File: config.mk
export PLATFORM = sky130hd
export DESIGN_NAME = pipe_stage_reg_flat
export DESIGN_NICKNAME = d
export VERILOG_FILES = /design/src/rtl/pipe_stage_reg_if.sv /design/src/rtl/pipe_stage_reg.sv /design/src/flat_wrapper.sv
export SDC_FILE = /design/constraint.sdc
export NUM_CORES = 1
export LEC_CHECK = 0
export BUFFER_PORTS_ARGS = -buffer_cell sky130_fd_sc_hd__buf_2
export CELL_PAD_IN_SITES_DETAIL_PLACEMENT = 0
export CELL_PAD_IN_SITES_GLOBAL_PLACEMENT = 1
export CORE_MARGIN = 2
export CORE_UTILIZATION = 35
export CTS_CLUSTER_SIZE = 40
export DETAILED_ROUTE_END_ITERATION = 7
export PLACE_DENSITY = 0.78
export SYNTH_ARGS = -nofsm -noshare
export SYNTH_HDL_FRONTEND = slang
export SYNTH_SLANG_ARGS = --single-unit
File: constraint.sdc
create_clock -name Clk -period 2 [get_ports Clk]
set_input_delay 0.4 -clock Clk [delete_from_list [all_inputs] [get_ports Clk]]
set_output_delay 0.4 -clock Clk [all_outputs]
set_load 0.1 [all_outputs]
File: src/rtl/pipe_stage_reg_if.sv
// pipe_stage_reg_if: upstream/downstream bundle for a parametrised inter-stage pipeline register
interface pipe_stage_reg_if #(
    parameter int CTRL_W = 16,
    parameter int DATA_W = 128,
    parameter int STAGES = 1,
    parameter int CNT_W  = 16
);
    logic              Stall;
    logic [STAGES-1:0] Flush;
    logic              ValidIn;
    logic [CTRL_W-1:0] CtrlIn;
    logic [DATA_W-1:0] DataIn;
    logic              ValidOut;
    logic [CTRL_W-1:0] CtrlOut;
    logic [DATA_W-1:0] DataOut;
    logic [CNT_W-1:0]  StallCount;

    // hazard unit / upstream stage side
    modport master (
        output Stall, Flush, ValidIn, CtrlIn, DataIn,
        input  ValidOut, CtrlOut, DataOut, StallCount
    );

    // pipeline register side
    modport slave (
        input  Stall, Flush, ValidIn, CtrlIn, DataIn,
        output ValidOut, CtrlOut, DataOut, StallCount
    );
endinterface

File: src/rtl/pipe_stage_reg.sv
// pipe_stage_reg: STAGES-deep valid/ctrl/data register chain with stall, per-slice flush and stall counter
module pipe_stage_reg #(
    parameter int                CTRL_W      = 16,
    parameter int                DATA_W      = 128,
    parameter int                STAGES      = 1,
    parameter logic [CTRL_W-1:0] CTRL_BUBBLE = '0,
    parameter int                CNT_W       = 16
) (
    input logic            Clk,
    input logic            Rst_n,
    pipe_stage_reg_if.slave bus
);
    if (STAGES < 1 || STAGES > 4) begin : g_bad_stages
        $error("pipe_stage_reg: STAGES must be in 1..4");
    end

    logic [STAGES-1:0]             valid_q, valid_d, src_v;
    logic [STAGES-1:0][CTRL_W-1:0] ctrl_q, ctrl_d, src_c;
    logic [STAGES-1:0][DATA_W-1:0] data_q, data_d, src_d;
    logic [CNT_W-1:0]              cnt_q, cnt_d;

    // slice 0 is fed by the input ports, slice k>0 by slice k-1
    if (STAGES == 1) begin : g_one
        assign src_v = bus.ValidIn;
        assign src_c = bus.CtrlIn;
        assign src_d = bus.DataIn;
    end else begin : g_many
        assign src_v = {valid_q[STAGES-2:0], bus.ValidIn};
        assign src_c = {ctrl_q[STAGES-2:0], bus.CtrlIn};
        assign src_d = {data_q[STAGES-2:0], bus.DataIn};
    end

    // per-slice priority: flush makes a bubble (data kept), else stall holds, else shift in
    always_comb begin
        valid_d = valid_q;
        ctrl_d  = ctrl_q;
        data_d  = data_q;
        for (int k = 0; k < STAGES; k++) begin
            if (bus.Flush[k]) begin
                valid_d[k] = 1'b0;
                ctrl_d[k]  = CTRL_BUBBLE;
            end else if (!bus.Stall) begin
                valid_d[k] = src_v[k];
                ctrl_d[k]  = src_c[k];
                data_d[k]  = src_d[k];
            end
        end
    end

    // stall counter saturates at all-ones instead of wrapping
    always_comb cnt_d = (bus.Stall && cnt_q != '1) ? cnt_q + 1'b1 : cnt_q;

    // slice and counter state; reset drops everything in flight
    always_ff @(posedge Clk or negedge Rst_n) begin
        if (!Rst_n) begin
            valid_q <= '0;
            ctrl_q  <= {STAGES{CTRL_BUBBLE}};
            data_q  <= '0;
            cnt_q   <= '0;
        end else begin
            valid_q <= valid_d;
            ctrl_q  <= ctrl_d;
            data_q  <= data_d;
            cnt_q   <= cnt_d;
        end
    end

    assign bus.ValidOut   = valid_q[STAGES-1];
    assign bus.CtrlOut    = ctrl_q[STAGES-1];
    assign bus.DataOut    = data_q[STAGES-1];
    assign bus.StallCount = cnt_q;
endmodule

File: src/flat_wrapper.sv
// flat-port wrapper written by rule: the top's interface ports become plain ports
module pipe_stage_reg_flat 
#(
    parameter int                CTRL_W      = 16,
    parameter int                DATA_W      = 128,
    parameter int                STAGES      = 1,
    parameter logic [CTRL_W-1:0] CTRL_BUBBLE = '0,
    parameter int                CNT_W       = 16
)
  (Clk, Rst_n, bus_Stall, bus_Flush, bus_ValidIn, bus_CtrlIn, bus_DataIn, bus_ValidOut, bus_CtrlOut, bus_DataOut, bus_StallCount);
  pipe_stage_reg_if #(.CTRL_W(CTRL_W), .DATA_W(DATA_W), .STAGES(STAGES), .CNT_W(CNT_W)) bus_i ();
  input logic Clk;
  input logic Rst_n;
  input wire logic [$bits(bus_i.Stall)-1:0] bus_Stall;
  input wire logic [$bits(bus_i.Flush)-1:0] bus_Flush;
  input wire logic [$bits(bus_i.ValidIn)-1:0] bus_ValidIn;
  input wire logic [$bits(bus_i.CtrlIn)-1:0] bus_CtrlIn;
  input wire logic [$bits(bus_i.DataIn)-1:0] bus_DataIn;
  output wire logic [$bits(bus_i.ValidOut)-1:0] bus_ValidOut;
  output wire logic [$bits(bus_i.CtrlOut)-1:0] bus_CtrlOut;
  output wire logic [$bits(bus_i.DataOut)-1:0] bus_DataOut;
  output wire logic [$bits(bus_i.StallCount)-1:0] bus_StallCount;
  assign bus_i.Stall = bus_Stall;
  assign bus_i.Flush = bus_Flush;
  assign bus_i.ValidIn = bus_ValidIn;
  assign bus_i.CtrlIn = bus_CtrlIn;
  assign bus_i.DataIn = bus_DataIn;
  assign bus_ValidOut = bus_i.ValidOut;
  assign bus_CtrlOut = bus_i.CtrlOut;
  assign bus_DataOut = bus_i.DataOut;
  assign bus_StallCount = bus_i.StallCount;
  pipe_stage_reg #(.CTRL_W(CTRL_W), .DATA_W(DATA_W), .STAGES(STAGES), .CTRL_BUBBLE(CTRL_BUBBLE), .CNT_W(CNT_W)) u_core (.Clk(Clk), .Rst_n(Rst_n), .bus(bus_i));
endmodule
### After elaboration in Yosys (flattened, before gate mapping)

Cells that the tools add are included.

| operators by class | value |
|---|---|
| equality and inequality tests | 2 |
| bitwise logic cells | 2 |
| reduce and logical (&&, ||, !) cells | 2 |
| add/sub/neg operators | 1 |
| multiplexer cells | 4 |

Operators with widths:

| cell | number |
|---|---|
| two-way mux 16 bit | 2 |
| adder 16 x 1 -> 16 bit (second input constant) | 1 |
| != test 16 bit (second input constant) | 1 |
| two-way mux 1 bit | 2 |
| != test 2 x 1 -> 1 bit (second input constant) | 1 |
| inverter 1 bit | 2 |
| AND reduction 2 bit | 1 |
| logical AND 1 bit | 1 |

| storage, ports and cells | value |
|---|---|
| bits of input ports | 149 |
| logic and storage cells | 15 |
| bits in registers | 161 |
| output and inout port bits | 161 |

### Depth between registers and ports, before layout

Gate-level depths: netlist (run 1).

| logic depth | value |
|---|---|
| word-level depth | 2 |
| mapped depth | 5 |
| depth with buffers taken out | 5 |

### Worst setup path before layout (run 1)

OpenSTA, ideal clock, no wires.

| timing path | value |
|---|---|
| path type | reg2reg |
| start | register u_core.cnt_q[0] (netlist: u_core.bus.StallCount[0]) |
| end | register u_core.cnt_q[6] (netlist: u_core.bus.StallCount[6]) |
| buffers on the path | 0 |
| path slack | -0.202 ns |
| arrival | 2.043 ns |
| setup time | 0.160 ns |
| period minus slack after synthesis | 2.202 ns |
| data required time | 1.840 ns |
| cell stages (with the launch flop) | 6 |
| cells stage by stage | dfrtp_1 > ha_1 > nand4_1 > a31oi_1 > nand3_1 > xnor2_1 |

| between the ends | value |
|---|---|
| word-level cells in the longest chain between the ends | 2 |
| elaborated cells on any way between the ends | 3 |
| those cells by class | add/sub: 1; eq/ne: 1; reduce/logical: 1 |

RTL lines:

| item | line | text |
|---|---|---|
| start, declared | pipe_stage_reg.sv:20 | `logic [CNT_W-1:0] cnt_q, cnt_d;` |
| start signal, assigned | pipe_stage_reg.sv:64 | `cnt_q <= cnt_d;` |
| parallel branches: the longest is 2 deep, another holds adder 16 x 1 -> 16 bit | -- |  |

Parallel ways; which one is timed is not known.
A chain may end at the register's enable or synchronous reset.

### Worst setup path in the final report (run 1)

| timing path | value |
|---|---|
| start | register u_core.cnt_q[4] (netlist: u_core.bus.StallCount[4]) |
| end | output bus_StallCount[4] |

RTL lines:

| item | line | text |
|---|---|---|
| end, declared | flat_wrapper.sv:22 | `output wire logic [$bits(bus_i.StallCount)-1:0] bus_StallCount;` |

No word-level cell between the ends.

==> results of run 1 <==
[cells in the mapped netlist]
cell      number
a21oi_1        2
a31oi_1        1
a41oi_1        1
and2_1         1
and3_1         1
and4_1         1
and4_2         1
and4_4         1
buf_2          6
buf_4         12
clkbuf_1       1
dfrtp_1      161
ha_1           1
mux2_1         1
mux2_2       128
mux2i_1       17
nand2_1        4
nand2b_1       1
nand3_1        7
nand4_1        3
nand4_4        1
nand4b_1       1
nor2_1        22
nor3_1         2
nor3b_1        1
o2111a_1       1
o211ai_1       1
o21ai_4        1
xnor2_1        9
xor2_1         4
[power breakdown]
part / internal, µW / switching [µW] / total (µW)
registers: 3740 / 298 / 4040
logic: 843 / 4110 / 4950
clock network: 1860 / 1340 / 3210
total: 6440 / 5750 / 12200
[layer usage]
metal  up-vias  track usage, %  routed length [µm]
met3        27            5.89                1410
met4         0            6.53                 373
met1      2112            17.9                5860
li1       2036               -                   -
met5         -               0                   0
met2       204            25.7                7420
[state kept, by name, summed over array words and instances, names as in the netlist]
name	cells
u_core.bus.StallCount	16
u_core.bus.CtrlOut	16
u_core.bus.DataOut	128
u_core.bus.ValidOut	1
[metrics by stage]
stage	cell area (µm²)	utilization [%]	power (µW)	worst slack [ns]	instances
after floorplan	6230	-	8130	0.153	394
after global placement	8080	46.7	9020	0.377	920
after detailed placement	8080	46.7	9090	0.325	920
after CTS	8680	50.2	12300	0.287	953
after global routing	8680	50.2	12600	0.269	953
final	8680	50.2	12200	0.311	953
[layout make-up]
cell class	count	area (µm²)
clock buffer	18	429
clock inverter	14	156
fill	1561	8620
multi-input combinational	214	2060
sequential	161	4050
tap	225	282
timing repair buffer	321	1700
[worst max path at each step]
stage | start | depth (start not counted) | slack (ns) | endpoint
2_1_floorplan | u_core.bus.StallCount[9] | 4 | 0.15 | u_core.bus.StallCount[1]
3_3_place_gp | bus_Stall | 4 | 0.38 | u_core.bus.DataOut[46]
3_5_place_dp | bus_Stall | 4 | 0.33 | u_core.bus.DataOut[70]
4_1_cts | u_core.bus.StallCount[4] | 1 | 0.29 | bus_StallCount[4]
5_1_grt | u_core.bus.StallCount[4] | 1 | 0.27 | bus_StallCount[4]
6_report | u_core.bus.StallCount[4] | 1 | 0.31 | bus_StallCount[4]
[cell families (layout without fill, tap and decap cells)]
group	Yosys count	count (layout)
simple gates	47	47
compound gates	7	7
mux	146	146
flops	161	161
fa+ha+maj	1	1
xor+xnor	13	13
buf+inv	19	353
[timing repair]
item | 4_1_cts | 5_1_grt
hold buffers | 1 | 0
hold endpoints to repair | 45 | 0
resized for setup | 0 | 0
==> results.txt, run 1 <==
The run finished with clean final reports. At the later pin of the worst-skew pair, clock insertion delay measures 0.42 ns. Yosys mapped the design onto 30 distinct sky130hd cell types. The number of pins exceeding their max-slew limit in the final report was 0.

In this run the register-to-register setup slack is ~0.42 ns. The critical path class is reg2out. 0 antenna diodes ended up in the layout. The critical path goes through buf_2. In the final routed layout, each cell accounts on average for approximately 16 µm.

The die is 137 µm wide. The final critical-path required period came out at 1.69 ns. In this run the most critical hold path is launched from bus_DataIn[117]. The share of final-layout standard cells stronger than drive strength 1 is 68.7%.

The XOR/XNOR share of the synthesized area is 1.83%. The routed via count is 4379. In the layout the commonest cells are buf_2 (308), dfrtp_1 (145), mux2_2 (128), nor2_1 (21). The number of levels the H-tree was split into is 4.

The TritonCTS clock tree is done. The average size of a mapped cell came out at 15.8 µm². Counting every net in the synthesized netlist gives between 500 and 600. Of all nets on the critical path, the largest fanout is 7.

Counting flops and latches in the post-synthesis netlist gives 161. The number of warnings issued by yosys came out at 0. In this design, the stage delay of the slowest critical-path cell is 0.45 ns. The compound-cell area share of the yosys netlist is less than 1%.

The remaining antenna violation count after routing came out at 0. VDD sags by at most 684 µV. For hold timing, the worst endpoint is u_core.bus.DataOut[117]. The via count of the first global-routing pass came out at about 4.5k. The kind of start point of the critical path is a register. The worst slew slack as a fraction of its limit is about 66%. On the critical path, the stage with the largest delay is an instance of buf_2. Input and output buffers added on the ports amount to 309. The placer's final routability congestion estimate came out at 0.772. The setup TNS after final layout is 0 ns. Along the worst hold path, the cell count comes to 2. The standby leakage power is 0.00428 µW.

The first global-routing pass estimated between 20000 and 25000 µm of wire. The floorplan step defined a die boundary enclosing about 19000 µm². The number of max-capacitance violations reported is 0. The cell area that synthesis handed to floorplanning was 6210 µm². STA puts the critical path data required time at 1.60 ns. The first routing iteration left 143 violations. The maximum clock insertion buffer count came out at 2.

The area fraction of the dominant cell type after synthesis came out at 64.9%. By area, the combinational part of the netlist is dominated by multiplexers. The adder-cell area share of the yosys netlist is 0.201%.

The count of mapped cells out of synthesis came out at 394. The initial core utilization came out at 35.9%. The core area came out at 17300 µm².

The final number of hold-violating endpoints came out at 0. In this run the critical register-to-register path is launched from u_core.bus.StallCount[13]. The simple-gate area share of the yosys netlist came out at 3.99%.

Setup repair after global routing left no endpoint under its margin. The clock tree root buffer cell is clkbuf_16. The clock tree skew after final layout is ~0.0038 ns. The die is 137 µm tall.

Global routing used 15.5% of the available tracks. The proportion of synthesized chip area in sequential cells is about two thirds. Entering global routing, the biggest net connects 69 pins. The number of top-level design ports came out at 310.

The post-synthesis to final-layout area growth came out at 39.7%. The detailed placement HPWL is 11300 µm. The total overflow reported by the global router came out at 0. The period utilization came out at 84.4%. The largest total area in the synthesized netlist belongs to dfrtp_1. Across all hold checks on the routed design, the worst slack comes to 0.205 ns. Derived from the worst setup path, the maximum achievable clock frequency is 592 MHz. The number of cell instances on the worst register-to-register path is 4. The number of buffer and inverter stages on the critical path is 1. The number of detailed-routing iterations run before antenna repair came out at 4.

The endpoint identified for the worst register-to-register timing path is u_core.bus.StallCount[1]. For this run, design rule violations remaining after detail routing come to 0. In the synthesized netlist, mux cells make up 26.1% of the area. For the pin with the worst max-slew slack, the measured transition is between 0.5 and 0.6 ns.

Ranked by total cell area, the synthesized netlist is headed by dfrtp_1 (65%), mux2_2 (23%), mux2i_1 (2.7%). Data arrives at the worst endpoint at 1.29 ns. The initial antenna violation count is 0. At the end of the flow, the number of nets in the layout was 865. The most frequent standard cell in the layout excluding fill and tap cells is buf_2. The via-per-instance ratio is 4.59. In this run the power density over the cells is 1410 nW/µm².

TritonCTS created 17 clock buffers. In this design, the largest share of critical-path delay is due to buffers and inverters. The worst hold path belongs to the class in2reg. After floorplanning, the core was divided into between 40 and 50 placement rows. The setup violation total in the final timing report is 0. The worst setup path is captured at an output pin. The clock sink count came out at 161.

The post-detailed-routing wire length is between 15000 and 20000 µm. Post-CTS timing repair inserted 0 buffers for setup. The clock transition time at the flip-flop clock pins of the worst setup and hold paths is roughly 0.07 ns.
(Power assumes the default switching activity.)
==> run 2: changes to the inputs <==
--- a/config.mk
+++ b/config.mk
@@ -9,10 +9,10 @@
 export CELL_PAD_IN_SITES_DETAIL_PLACEMENT = 0
 export CELL_PAD_IN_SITES_GLOBAL_PLACEMENT = 1
 export CORE_MARGIN = 2
-export CORE_UTILIZATION = 35
+export CORE_UTILIZATION = 32
 export CTS_CLUSTER_SIZE = 40
 export DETAILED_ROUTE_END_ITERATION = 7
-export PLACE_DENSITY = 0.78
+export PLACE_DENSITY = 0.75
 export SYNTH_ARGS = -nofsm -noshare
 export SYNTH_HDL_FRONTEND = slang
 export SYNTH_SLANG_ARGS = --single-unit
==> constraint.sdc (replaced) <==
create_clock -name Clk -period 1.5 [get_ports Clk]
set_input_delay 0.3 -clock Clk [delete_from_list [all_inputs] [get_ports Clk]]
set_output_delay 0.3 -clock Clk [all_outputs]
set_load 0.1 [all_outputs]
==> run 2 against run 1 <==
  * First-iteration DRC count increased by 7.7%
  * Register-to-register slack worse by 0.37 ns
  * Wire length rose by 5.4%
  * Sequential power rose by 35%
  * Clock-buffer cell count rose by 2
  * Utilization grew 1.1 points
  * Critical path type unchanged
  * Worst hold slack lost 0.094 ns
  * Critical path depth up 1
  * Clock power up 43%
  * Die area grew 9.1%
==> results.txt, run 2 (same netlist as run 1, synthesis figures left out) <==
The number of design rule violations left after detail routing is 0. The initial core utilization came out at between 30% and 40%. The post-detailed-routing wire length came out at 15900 µm. For the pin with the worst max-slew slack, the measured transition is ~0.35 ns. The core occupancy in the finished layout came out at 51.2%. In the layout the commonest cells are buf_4 (169), buf_2 (147), dfrtp_1 (145), mux2_2 (128), nor2_1 (20).

The placed cell count is between 900 and 1k. The final number of hold-violating endpoints came out at 0. The critical path is of the reg2out type. The number of levels the H-tree was split into came out at 4. The clock drives 161 sinks.

The worst setup path is captured at an output pin. The total overflow reported by the global router came out at 0. Dividing the detail-routed wire length by the instance count gives 15.6 µm. The via-per-instance ratio came out at 4.50. The standby leakage power is 0.00463 µW. The register with the most flip-flops in the layout has 128 of them.

The core area came out at 18900 µm². The full die area is 20500 µm². The number of buffer cells added on primary ports came out at 309.

The aggregate global-route resource usage came out at 15.3%. The maximum vdd drop is slightly above 800 µV. In the detailed route, the total length drawn on met3 is 1260 µm. The post-synthesis to final-layout area growth is 55.8%. Timing would allow up to approximately 670 MHz. Prior to clock tree synthesis, the placed netlist has a worst setup slack of 0.0133 ns.

The final critical-path required period came out at 1.49 ns. The total routed wire length on the met1 layer came out at 6200 µm. The power per cell area came out at between 1500 and 2000 nW/µm². The library cell used most frequently in the layout, excluding fill and tap cells, is buf_4. In this run the top signal layer used is met4. The repair_antennas step left the layout with diodes totalling 0. Counting the buffers created by CTS gives 17. The global-route wire length before repair is 24400 µm. The area of all placed cells without fillers is approximately 9700 µm².

The number of nets in the finished design came out at around 890. The TritonCTS clock tree is done. The flow ran to the end, and the final reports show no timing, DRC or antenna violations.

The height of the chip is 143 µm. The critical path goes through buf_6 > buf_12. Setup violations remaining at the end of the flow were counted as 0. The arrival time of data at the critical path endpoint is about 1.2 ns. The detailed placement HPWL is 12000 µm. The cell sitting at the root of the clock tree is a clkbuf_16. Summing all placed instances gives a cell area of 8530 µm². The share of final-layout standard cells stronger than drive strength 1 came out at 71.0%. The tightest min-delay check is of the in2reg type. The tool flagged a number of max-cap violations equal to 0. STA classifies the critical path startpoint as a register. The initial antenna violation count came out at 0. The maximum clock insertion buffer count is 2.

The insertion delay to the later sink of the worst-skew pair is about 0.4 ns. The number of detailed-routing iterations run before antenna repair is 6. The DRC marker count from the first detailed-route iteration is roughly 150.

The clock tree skew after final layout is 0.00699 ns. The worst slew slack as a fraction of its limit came out at 76.8%. Setup repair after global routing could not meet its margin everywhere. Excluding fillers, the count of instances in the completed layout stands at 1016. The total met2 wirelength after detailed routing is just over 8000 µm. Setup slack on the critical path of the routed design comes to 0.00893 ns. The number of core rows is 50. The stage delay of the slowest cell on the critical path came out at 0.49 ns.

The number of pins exceeding their max-slew limit in the final report came to 0. Entering global routing, the biggest net connects 44 pins. The remaining antenna violation count after routing is 0. The clock transition time at the flip-flop clock pins of the worst setup and hold paths is 0.07 ns. The via count of the first global-routing pass is slightly below 5k.

For this design, the slowest cell found on the critical path is dfrtp_4. The worst path uses ~100% of the clock period. The data required time of the critical path is 1.20 ns. The number of top-level design ports came out at 310.

Of all nets on the critical path, the largest fanout is 2. The routed via count came out at 4573. Routability-driven placement finished with a final weighted congestion of 0.731.

The die boundary width is 143 µm.
[run 2: cell types whose count changed in the layout (fill, tap and decap cells not counted), sizes merged]
cell and delta:
buf +22, bufinv +1, clkbuf +8, clkinv -3
[run 2: worst paths after layout]
path	startpoint	end	slack, ns	cells past startpoint
worst max-delay path	u_core.bus.StallCount[0]	bus_StallCount[0]	0.009	2
worst min-delay path	bus_DataIn[95]	u_core.bus.DataOut[95]	0.11	2
worst max register to register	u_core.bus.StallCount[6]	u_core.bus.StallCount[1]	0.05	4
worst min register to register	u_core.bus.DataOut[53]	u_core.bus.DataOut[53]	0.50	1
max in group asynchronous	Rst_n	u_core.bus.DataOut[109]	0.59	3
min in group asynchronous	Rst_n	u_core.bus.DataOut[6]	0.34	2
[run 2: layout make-up]
| cell class | count | area [µm²] |
|---|---|---|
| timing repair buffer | 349 | 2510 |
| multi-input combinational | 214 | 2120 |
| clock inverter | 12 | 169 |
| clock buffer | 20 | 467 |
| fill | 1660 | 9220 |
| tap | 260 | 325 |
| sequential | 161 | 4090 |
[run 2: timing repair]
| action | 4_1_cts | 5_1_grt |
|---|---|---|
| setup buffers | 8 | 4 |
| endpoints found under the hold margin | 26 | 0 |
| gates resized for setup | 152 | 12 |
| pin swaps | 0 | 8 |
| setup endpoints to repair | 152 | 21 |
| hold buffers | 1 | 0 |
[run 2: critical path, delay by kind of cell, from the launching register on]
kind                   cells  cell delay (ns)
buffers and inverters      2             0.28
DFF                        1             0.49
[run 2: power by group]
| part | switching, µW | internal, µW | leakage, µW | total [µW] |
|---|---|---|---|---|
| sequential | 436 | 5030 | 0.00191 | 5470 |
| combinational | 5610 | 1870 | 0.00242 | 7480 |
| clock | 1790 | 2790 | 0.000306 | 4580 |
| total | 7840 | 9690 | 0.00463 | 17500 |
[run 2: layer usage]
| layer | vias to the layer above | GRT usage, % |
|---|---|---|
| li1 | 2097 | - |
| met1 | 2270 | 17.1 |
| met2 | 192 | 26.7 |
| met3 | 14 | 5.93 |
| met4 | 0 | 4.95 |
| met5 | - | 0 |
[run 2: stage by stage]
stage	hold WS (ns)	setup TNS, ns	power [µW]
2_1_floorplan	0.00441	-0.466	11000
3_3_place_gp	0.220	0	12500
3_5_place_dp	0.223	0	12600
4_1_cts	0.0860	-0.0468	17700
5_1_grt	0.0808	-0.169	18200
6_report	0.111	0	17500
==> run 3: changes to the inputs <==
--- a/config.mk
+++ b/config.mk
@@ -5,14 +5,14 @@
 export SDC_FILE = /design/constraint.sdc
 export NUM_CORES = 1
 export LEC_CHECK = 0
-export BUFFER_PORTS_ARGS = -buffer_cell sky130_fd_sc_hd__buf_2
 export CELL_PAD_IN_SITES_DETAIL_PLACEMENT = 0
 export CELL_PAD_IN_SITES_GLOBAL_PLACEMENT = 1
 export CORE_MARGIN = 2
-export CORE_UTILIZATION = 32
+export CORE_UTILIZATION = 44
 export CTS_CLUSTER_SIZE = 40
 export DETAILED_ROUTE_END_ITERATION = 7
-export PLACE_DENSITY = 0.75
+export DONT_BUFFER_PORTS = 1
+export PLACE_DENSITY = 0.74
 export SYNTH_ARGS = -nofsm -noshare
 export SYNTH_HDL_FRONTEND = slang
 export SYNTH_SLANG_ARGS = --single-unit
==> run 3 against run 2 <==
  * Clock power is 2% higher
  * Clock skew is 0.0021 ns lower
  * Largest cell class unchanged
  * Sequential share of layout area is 2.7 points higher
  * Cell area is 6.0% lower
  * Wire length is 2.2% lower
  * Clock-buffer cell count is 1 lower
  * Setup slack better by 0.0046 ns
  * The flow now finishes with violations (negative hold slack)
  * Cell count is 24% lower
  * Register-to-register slack worse by 0.03 ns
  * Worst hold slack worse by 0.54 ns
==> results.txt, run 3 (same netlist as run 1, synthesis figures left out) <==
The run finished, with violations left. The final reports fail on negative hold slack. The post-detailed-routing wire length came out at between 15000 and 20000 µm. The clock transition time at the flip-flop clock pins of the worst setup and hold paths came out at 0.06 ns. The clock tree skew after final layout came out at 0.00492 ns. The number of pins exceeding their max-slew limit in the final report is 0. The filler cell count in the final layout is 976. The final critical-path required period came out at 1.49 ns. The source of the worst register-to-register timing path is u_core.bus.StallCount[7]. The register with the most flip-flops in the layout has 128 of them. The setup violation total in the final timing report is 0. The final number of hold-violating endpoints is 161. The full die area came out at 15100 µm². The signal on the critical path passes through buf_6 > buf_12.

For the pin with the worst max-slew slack, the measured transition is 0.633 ns. The standby leakage power is 0.00410 µW. The worst slew slack as a fraction of its limit is between 50% and 60%. The aggregate global-route resource usage is 20.2%. The endpoint identified for the worst register-to-register timing path is u_core.bus.StallCount[1]. The multi-input gate area in the final layout came out at 2100 µm². The clock reaches the later pin of the worst-skew pair after 0.42 ns.

The kind of start point of the critical path is a register. The wire-length estimate of the detail-placed layout is 11300 µm. The remaining antenna violation count after routing came out at 0.

The number of design rule violations left after detail routing is 0. Along the worst path, the maximum fanout reaches 3. For flop-to-flop paths, the worst setup slack is 0.02 ns. The number of buffer and inverter stages on the critical path is 2. The min-delay analysis places its worst path in the category in2async. The worst hold slack across all endpoints came out at -0.429 ns. The height of the chip is 123 µm. The detailed-route wire length per cell came out at 20.2 µm. The count of antenna diodes in the layout is 0. Of the total power, the share spent switching nets is around 44%. The critical path in this run is classified as reg2out. The largest net degree at the start of global routing came out at between 150 and 200.

The number of top-level design ports is 310. The net switching component of the power is 7660 µW. The post-synthesis to final-layout area growth is 46.5%. Setup repair after global routing could not meet its margin everywhere. The DRC marker count from the first detailed-route iteration is 131.

Leaving out fill and tap cells, the most frequent cells in the layout are dfrtp_1 (144), mux2_2 (128), buf_4 (124), buf_12 (53), nor2_1 (20). The number of nets in the finished design came out at 725. The stage delay of the slowest cell on the critical path is 0.48 ns. The part of the total power dissipated in the clock network is 26.8%.

After clock tree synthesis, the flow added hold-fix buffers numbering 1. The post-route netlist has 62.4% of its cells at a drive strength greater than 1. Counting every sink on the clock net gives 161. Dividing the final minimum period by the clock period gives 99.1%. Input and output buffers added on the ports amount to 0. The data required time of the critical path is 1.20 ns. The initial core utilization came out at about 45%. The power share of the sequential group is 31.0%. The maximum clock insertion buffer count is 2.

The placer's final routability congestion estimate is 0.822. The via count of the first global-routing pass is 4267. The initial antenna violation count was 1. The number of cell instances on the worst register-to-register path came out at 4. The internal power component came out at 9820 µW. Summed over all layers, the global routing overflow is 0.

The fraction of power consumed by combinational cells is 42.2%. The flip-flop and latch area came out at 4090 µm². The via-per-instance ratio came out at about 5. The post-layout total power came out at roughly 17000 µW. For this design, the slowest cell found on the critical path is dfrtp_4. The number of buffers created by CTS is 17.

STA classifies the critical path endpoint as an output pin. The first global-routing pass estimated 22400 µm of wire. The library cell used most frequently in the layout, excluding fill and tap cells, is dfrtp_1. The clock tree root buffer cell is clkbuf_16. TritonCTS built the clock tree.

The number of detailed-routing iterations run before antenna repair is 4. The number of max-capacitance violations reported came out at 0. The clock tree synthesis step divided the H-tree into 4 levels. The core area came out at 13800 µm². The die is ~120 µm wide.

The routed via count came out at between 3k and 4k. The power per cell area is 1920 nW/µm². The core occupancy in the finished layout came out at 65.8%.

The arrival time of data at the critical path endpoint is between 1 and 1.5 ns. The number of cells on the critical path is 2. The achievable clock frequency came out at 673 MHz. The maximum vdd drop came out at ~1000 µV. The kind of cell with the highest combined delay on the critical path is flip-flops. The floorplan has 43 rows.
## run 3: worst register-to-register path, cell delays in order, from the launching register on
cell and delay (ns):
dfrtp_4 0.43, and4_4 0.26, nand4_4 0.16, o21ai_4 0.21, mux2_4 0.31
## run 3: power groups by stage
stage	Sequential [µW]	Clock [µW]	Combinational (µW)
6_report	5420	4690	7370
5_1_grt	5480	4960	7540
4_1_cts	5420	4770	7410
3_5_place_dp	5490	0	7380
3_3_place_gp	5460	0	7290
2_1_floorplan	10100	0	852
## run 3: area by class of cell
class / instances / share of cell area, %
well taps: 180 / 2.48
clock buffers: 19 / 4.76
clock inverters: 13 / 2.30
multi-input cells: 214 / 23.1
flip-flops and latches: 161 / 45.0
repair buffers: 181 / 22.4
## run 3: through the flow
| stage | std cells | setup WS, ns | hold WS, ns | cell area, µm² | setup TNS, ns |
|---|---|---|---|---|---|
| after detailed placement | 723 | 0.0498 | 0.00903 | 8290 | 0 |
| after CTS | 762 | -0.000312 | -0.444 | 9040 | -0.000312 |
| after global placement | 723 | 0.0804 | 0.00833 | 8290 | 0 |
| final | 768 | 0.0135 | -0.429 | 9100 | 0 |
| after floorplan | 394 | -0.183 | 0.00441 | 6300 | -0.466 |
| after global routing | 768 | -0.0472 | -0.455 | 9100 | -0.159 |
## run 3: routing by layer
layer	track usage (%)	share of wire [%]
met5	0	0.10
met4	9.20	2.3
met3	8.64	10
met1	20.4	33
met2	35.7	55
## run 3: worst max-delay path by stage
stage	start	end	slack, ns
floorplan	u_core.bus.StallCount[9]	u_core.bus.StallCount[1]	-0.18
global placement	u_core.bus.StallCount[12]	u_core.bus.StallCount[1]	0.08
detailed placement	u_core.bus.StallCount[7]	u_core.bus.StallCount[1]	0.05
CTS	u_core.bus.StallCount[8]	bus_StallCount[8]	-0.0003
global route	u_core.bus.StallCount[0]	u_core.bus.StallCount[10]	-0.05
finish	u_core.bus.StallCount[9]	bus_StallCount[9]	0.01
## run 3: repair_timing
item,4_1_cts,5_1_grt
pin swaps,0,2
resized for setup,13,2
endpoints found under the setup margin,4,11
buffers inserted,6,6
hold endpoints to repair,178,161
